File: config.mk
export PLATFORM = sky130hd
export DESIGN_NAME = rom_stream_reader
export DESIGN_NICKNAME = d
export VERILOG_FILES = /design/src/rtl/rom_reader_pkg.sv /design/src/rtl/rom_skid_buf.sv /design/src/rtl/rom_stream_reader.sv
export SDC_FILE = /design/constraint.sdc
export NUM_CORES = 1
export LEC_CHECK = 0
export ABC_AREA = 1
export BUFFER_PORTS_ARGS = -buffer_cell sky130_fd_sc_hd__buf_2
export CORE_ASPECT_RATIO = 0.8
export CORE_MARGIN = 4
export CORE_UTILIZATION = 40
export CTS_BUF_LIST = sky130_fd_sc_hd__clkbuf_4
export CTS_CLUSTER_SIZE = 14
export DETAILED_ROUTE_END_ITERATION = 10
export PLACE_DENSITY = 0.57
export SYNTH_ARGS = -nofsm -noshare
export SYNTH_HDL_FRONTEND = slang
export SYNTH_SLANG_ARGS = --single-unit
File: constraint.sdc
create_clock -name clk -period 2.9 [get_ports clk]
set_input_delay 0.725 -clock clk [delete_from_list [all_inputs] [get_ports clk]]
set_output_delay 0.725 -clock clk [all_outputs]
set_load 0.03 [all_outputs]
File: src/rtl/rom_reader_pkg.sv
// rom_reader_pkg
//   Shared constants and types for the ROM stream reader.
//   - ROM_ADDR_W / ROM_DATA_W : default geometry of the 64x4 ROM
//   - S_IDLE / S_RUN / S_FIN  : FSM encodings, also used as the enum values
//   - buf_entry_t             : one output buffer slot {data, last}
package rom_reader_pkg;

   localparam int ROM_ADDR_W = 6;
   localparam int ROM_DATA_W = 4;

   localparam logic [1:0] S_IDLE = 2'd0;
   localparam logic [1:0] S_RUN  = 2'd1;
   localparam logic [1:0] S_FIN  = 2'd2;

   typedef enum logic [1:0] {
      ST_IDLE = S_IDLE,
      ST_RUN  = S_RUN,
      ST_FIN  = S_FIN
   } state_e;

   typedef struct packed {
      logic [ROM_DATA_W-1:0] data;
      logic                  last;
   } buf_entry_t;

endpackage

File: src/rtl/rom_skid_buf.sv
// rom_skid_buf
//   Two-entry FIFO that decouples the ROM read timing from downstream
//   backpressure. A push and a pop in the same cycle are both honoured.
//   flush empties the buffer and takes priority over push and pop.
// Ports
//   clk, rst_n            clock, async active-low reset
//   push, push_data/last  write one entry (dropped if full and not popping)
//   pop                   remove the head entry (ignored when empty)
//   flush                 discard all entries
//   count                 registered occupancy, 0..2
//   head_data/head_last   head entry contents
module rom_skid_buf
   import rom_reader_pkg::*;
(
   input  logic                  clk,
   input  logic                  rst_n,
   input  logic                  push,
   input  logic [ROM_DATA_W-1:0] push_data,
   input  logic                  push_last,
   input  logic                  pop,
   input  logic                  flush,
   output logic [1:0]            count,
   output logic [ROM_DATA_W-1:0] head_data,
   output logic                  head_last
);

   buf_entry_t mem_q [2];
   buf_entry_t mem_d [2];
   logic       wr_ptr_q, wr_ptr_d;
   logic       rd_ptr_q, rd_ptr_d;
   logic [1:0] count_q, count_d;
   logic       do_push, do_pop;

   always_comb begin
      mem_d    = mem_q;
      wr_ptr_d = wr_ptr_q;
      rd_ptr_d = rd_ptr_q;
      count_d  = count_q;
      do_pop   = pop && (count_q != 2'd0);
      do_push  = push && ((count_q != 2'd2) || do_pop);
      if (flush) begin
         wr_ptr_d = 1'b0;
         rd_ptr_d = 1'b0;
         count_d  = 2'd0;
      end else begin
         if (do_push) begin
            mem_d[wr_ptr_q] = '{data: push_data, last: push_last};
            wr_ptr_d        = ~wr_ptr_q;
         end
         if (do_pop) begin
            rd_ptr_d = ~rd_ptr_q;
         end
         count_d = count_q + {1'b0, do_push} - {1'b0, do_pop};
      end
   end

   always_ff @(posedge clk or negedge rst_n) begin
      if (!rst_n) begin
         mem_q[0] <= '0;
         mem_q[1] <= '0;
         wr_ptr_q <= 1'b0;
         rd_ptr_q <= 1'b0;
         count_q  <= 2'd0;
      end else begin
         mem_q    <= mem_d;
         wr_ptr_q <= wr_ptr_d;
         rd_ptr_q <= rd_ptr_d;
         count_q  <= count_d;
      end
   end

   assign count     = count_q;
   assign head_data = mem_q[rd_ptr_q].data;
   assign head_last = mem_q[rd_ptr_q].last;

endmodule

File: src/rtl/rom_stream_reader.sv
// rom_stream_reader
//   Reads a block of consecutive words from a 64x4 asynchronous ROM and
//   streams them out on a valid/ready interface with a last flag and a
//   done pulse. Reads are gated only by registered state, so m_ready never
//   reaches rom_en/rom_addr combinationally.
// Ports
//   clk, rst_n              clock, async active-low reset
//   start, base_addr, len   block request, sampled in IDLE only
//   abort                   terminate an active transfer (RUN only)
//   rom_en, rom_addr        ROM read strobe and address
//   rom_dout                ROM data, same-cycle with rom_en/rom_addr
//   m_valid/m_ready         output handshake
//   m_data, m_last          output word and final-word flag
//   busy, done              RUN indicator, one-cycle completion pulse
//   checksum                XOR of accepted words (ROM_READER_CHECKSUM_EN only)
// Build option
//   ROM_READER_CHECKSUM_EN  adds the checksum output and its register.
//
// state | meaning
// IDLE  | waiting for start
// RUN   | issuing reads and draining the output buffer
// FIN   | done pulse, returns to IDLE
module rom_stream_reader
   import rom_reader_pkg::*;
#(
   parameter int ADDR_W = ROM_ADDR_W,
   parameter int DATA_W = ROM_DATA_W
) (
   input  logic              clk,
   input  logic              rst_n,
   input  logic              start,
   input  logic [ADDR_W-1:0] base_addr,
   input  logic [ADDR_W:0]   len,
   input  logic              abort,
   output logic              rom_en,
   output logic [ADDR_W-1:0] rom_addr,
   input  logic [DATA_W-1:0] rom_dout,
   output logic              m_valid,
   input  logic              m_ready,
   output logic [DATA_W-1:0] m_data,
   output logic              m_last,
   output logic              busy,
   output logic              done
`ifdef ROM_READER_CHECKSUM_EN
   ,
   output logic [DATA_W-1:0] checksum
`endif
);

   localparam logic [ADDR_W:0]   REM_ONE  = 1;
   localparam logic [ADDR_W-1:0] ADDR_ONE = 1;

   state_e            state_q, state_d;
   logic [ADDR_W-1:0] addr_q, addr_d;
   logic [ADDR_W-1:0] rom_addr_q, rom_addr_d;
   logic [ADDR_W:0]   rem_q, rem_d;
   logic              rd_en, pop, flush, start_acc;
   logic [1:0]        buf_count;
   logic [DATA_W-1:0] head_data;
   logic              head_last;

   assign start_acc = (state_q == ST_IDLE) && start;

   always_comb begin
      state_d    = state_q;
      addr_d     = addr_q;
      rem_d      = rem_q;
      rom_addr_d = rom_addr_q;
      rd_en      = 1'b0;
      pop        = 1'b0;
      flush      = 1'b0;
      case (state_q)
         ST_IDLE: begin
            if (start_acc) begin
               addr_d  = base_addr;
               rem_d   = len;
               state_d = (len == '0) ? ST_FIN : ST_RUN;
            end
         end
         ST_RUN: begin
            if (abort) begin
               flush   = 1'b1;
               rem_d   = '0;
               state_d = ST_FIN;
            end else begin
               rd_en = (rem_q != '0) && (buf_count != 2'd2);
               pop   = m_valid && m_ready;
               if (rd_en) begin
                  addr_d     = addr_q + ADDR_ONE;
                  rem_d      = rem_q - REM_ONE;
                  rom_addr_d = addr_q;
               end
               // Leave as soon as the last buffered word is handed off, so
               // done lands in the cycle right after the m_last handshake.
               if ((rem_q == '0) &&
                   ((buf_count == 2'd0) || ((buf_count == 2'd1) && pop))) begin
                  state_d = ST_FIN;
               end
            end
         end
         ST_FIN: state_d = ST_IDLE;
         default: state_d = ST_IDLE;
      endcase
   end

   always_ff @(posedge clk or negedge rst_n) begin
      if (!rst_n) begin
         state_q    <= ST_IDLE;
         addr_q     <= '0;
         rom_addr_q <= '0;
         rem_q      <= '0;
      end else begin
         state_q    <= state_d;
         addr_q     <= addr_d;
         rom_addr_q <= rom_addr_d;
         rem_q      <= rem_d;
      end
   end

   rom_skid_buf u_buf (
      .clk       (clk),
      .rst_n     (rst_n),
      .push      (rd_en),
      .push_data (rom_dout),
      .push_last (rem_q == REM_ONE),
      .pop       (pop),
      .flush     (flush),
      .count     (buf_count),
      .head_data (head_data),
      .head_last (head_last)
   );

   // rom_addr shows the live address only during a read and otherwise
   // holds the address of the most recent read.
   assign rom_en   = rd_en;
   assign rom_addr = rd_en ? addr_q : rom_addr_q;
   assign m_valid  = (buf_count != 2'd0);
   assign m_data   = head_data;
   assign m_last   = head_last;
   assign busy     = (state_q == ST_RUN);
   assign done     = (state_q == ST_FIN);

`ifdef ROM_READER_CHECKSUM_EN
   logic [DATA_W-1:0] csum_q, csum_d;

   always_comb begin
      csum_d = csum_q;
      if (start_acc) begin
         csum_d = '0;
      end else if (pop) begin
         csum_d = csum_q ^ m_data;
      end
   end

   always_ff @(posedge clk or negedge rst_n) begin
      if (!rst_n) begin
         csum_q <= '0;
      end else begin
         csum_q <= csum_d;
      end
   end

   assign checksum = csum_q;
`endif

endmodule

==> qor.txt <==
Status = finished clean
Final RePlAce weighted congestion = 0.834
Die width = 88.8 um
Final hold vios = 0
Fillers = 525
CP Capture Type = output port
Synth top area share = 41.9%
Synth area leaders = dfrtp_1, nand2_1, nand3_1
R2R Setup Slk = 0.98 ns
Total number of vias = 1817
Actual slew at the worst max-slew pin = 0.768 ns
CP top delay family = simple AND/OR/NAND/NOR gates
Clock slew at reported path FFs = 0.12 ns
Final ANT Viol Nets = 0
Vias in the first global route = 1666
DRC viols = 0
Total Neg Setup Slack = 0 ns
Tcrit/Tclk final = 93.9%
Register area share after synthesis = 41.9%
Core area = 0.00504 sq mm
Hold_buf cts = 0
Post-synth net total = 306
Post-Synthesis Cells = 278
Class of the most critical setup path = reg2out
Max-Slew Margin vs Limit = 48.8%
Hold crit path type = in2async
First-pass GRT wire length = 7660 um
Compound-Gate Fraction of Synth Area = 7.25%
Worst-skew pair later-pin latency = 0.34 ns
Worst VDD drop = 0.434 mV
Rows = 23
Yosys warning count = 0
Worst Path Buf+Inv = 3
WP data arrival = 2.00 ns
Static Leak = 0.00138 uW
Setup Viol. Count Final = 0
Gr ovfl total = 0
Startpoint types = register
IO Count = 37
Sink Count = 35
Footprint of the multi-input gates = 0.00105 sq mm
WL per Instance = 11.6 um
Setup Skew = 0.0145 ns
Die ar. = 0.00645 sq mm
Pwr Total = 2650 uW
Number of synthesized register bits = 35
Design Area, Final = 0.00242 sq mm
Area Overhead vs Synth = 15.6%
CTS tree = built
Synth Cell Area = 0.00209 sq mm
Starting Density = 41.5%
Drt total wl = 4440 um
Synth Area in XOR/XNOR = 1.26%
Fmax = 367 MHz
Post-synth EDFFs = 0
Post-synth cell types = 26
Share of cells above drive strength 1 = 25.2%
Final min period = 2.72 ns
Clock Tree Root = clkbuf_4
Simple-gate share of the synthesized area = 35.4%
Main flop type after synthesis = dfrtp_1
I/O Buffers = 36
Total CTS buffers = 5
Slowest stage delay, CP = 0.43 ns
Die height = 72.6 um
Max_cap viols = 0
TritonRoute pass-1 iters = 4
Largest family of logic cells by synthesized area = simple AND/OR/NAND/NOR gates
# diodes = 0
Post-synthesis mux area share = 2.69%
RSZ-0062 raised after global routing = no
Crit-path slowest cell = dfrtp_1
Worst Path Max Fanout = 19
Initial antenna violation count = 0
Dominant cell type by area after synthesis = dfrtp_1
Asr flop ratio synth = 100%
Placed instance area = 0.00232 sq mm
Routed vias/inst = 4.73
Number of H-tree levels = 2
Reg area = 876 sq um
First-iteration detailed-routing DRC count = 52
Final-report max-slew violation count = 0
CTS max path bufs = 2
Critical path cell sequence = inv_1, ha_1, inv_1, nor2_1, nand2_2, nand3_4, nand2_1, o21ai_2, buf_2
Count leader, synth = nand2_1
Hpwl dp = 3460 um
Overall Global Routing Usage = 15.2%
Post-layout util = 48.0%
Worst R2R Start = rem_q[0]
Largest net degree at the start of global routing = 36
Reg2Reg Depth = 11
Fin nets = 349
Area share of fa/ha/maj cells after synthesis = 3.59%
Syn_area_per_cell = 7.52 sq um
Worst path most repeated cell = inv_1
Most frequent cells after synthesis = nand2_1, dfrtp_1, inv_1
Pwr dens = 1100 mW/mm^2
Critical R2R Capture = u_buf.count[1]
WP data required = 2.17 ns
[state kept, by name, summed over array words and instances (netlist names)]
register and cells:
u_buf.rd_ptr_q 1, u_buf.mem_q 10, addr_q 6, state_q 2, u_buf.count 2, rom_addr_q 6
u_buf.wr_ptr_q 1, rem_q 7
[worst register-to-register path, stage by stage (launching register included)]
cell and delay, ns:
dfrtp_1 0.43, inv_1 0.18, ha_1 0.17, inv_1 0.04, nor2_1 0.12, nand2_2 0.10
nand3_4 0.20, buf_4 0.16, inv_1 0.03, ha_1 0.19, xor2_1 0.15, nor2_1 0.08
[final cells by class]
class / count / share of cell area [%]
inverter: 32 / 5.28
tap: 62 / 3.21
clock inverter: 3 / 1.61
multi-input combinational: 207 / 43.4
timing repair buffer: 40 / 8.70
sequential: 35 / 36.3
clock buffer: 5 / 1.55
[worst max path at each step]
stage / startpoint / to / slack (ns) / depth (start not counted)
6_report: rem_q[0] / rom_addr[5] / 0.18 / 9
5_1_grt: rem_q[0] / rom_addr[2] / 0.02 / 10
3_3_place_gp: abort / rom_addr[1] / 0.36 / 9
2_1_floorplan: abort / rom_addr[0] / 0.60 / 6
3_5_place_dp: abort / rom_addr[2] / 0.33 / 9
4_1_cts: rem_q[0] / rom_addr[5] / 0.11 / 9
[layout by cell type (no fill, tap or decap)]
master	instances
nor2_1	13
clkinv_4	1
nor2_2	1
nand2_4	1
nand4_1	4
nand3_4	1
nor3_1	1
o21ai_2	6
nand2_2	8
nand3_1	23
clkbuf_4	5
a21oi_1	6
buf_2	36
a21oi_2	1
clkinv_1	1
bufinv_16	1
mux2_2	5
inv_2	5
nand2_1	112
or2_2	1
xnor2_1	2
ha_1	6
clkinv_2	1
xor2_1	1
buf_4	4
inv_4	1
o21ai_0	12
dfrtp_1	35
inv_1	25
nor2_4	3
[where the power goes]
group          switching, uW  leakage, uW  internal [uW]
Combinational            938     0.000892            481
Clock                    160    0.0000426            177
Sequential               197     0.000445            701
Total                   1290      0.00138           1360
[layer usage]
layer	vias to the layer above	GRT usage, %	part of all wire [%]
li1	963	-	-
met1	812	23.3	52
met2	40	21.5	42
met3	2	3.50	5.0
met4	0	4.19	0.47
met5	-	0	0
[stage by stage]
| step | worst slack, ns | hold slack, ns | std cells |
|---|---|---|---|
| 2_1_floorplan | 0.598 | 0.429 | 278 |
| 3_3_place_gp | 0.365 | 0.450 | 373 |
| 3_5_place_dp | 0.334 | 0.455 | 373 |
| 4_1_cts | 0.107 | 0.469 | 381 |
| 5_1_grt | 0.0212 | 0.495 | 384 |
| 6_report | 0.178 | 0.451 | 384 |
[cells by family after synthesis]
logic type | Yosys count
multiplexers | 5
XOR/XNOR | 3
adder cells (fa/ha/maj) | 6
flip-flops | 35
buffers and inverters | 36
AND/OR/NAND/NOR | 168
AO/OA/AOI/OAI | 25
[repair_timing]
| item | 4_1_cts | 5_1_grt |
|---|---|---|
| endpoints found under the hold margin | 0 | 0 |
| resized for setup | 0 | 0 |
| setup buffers | 0 | 3 |
| setup endpoints to repair | 0 | 3 |
(Power assumes the default switching activity.)
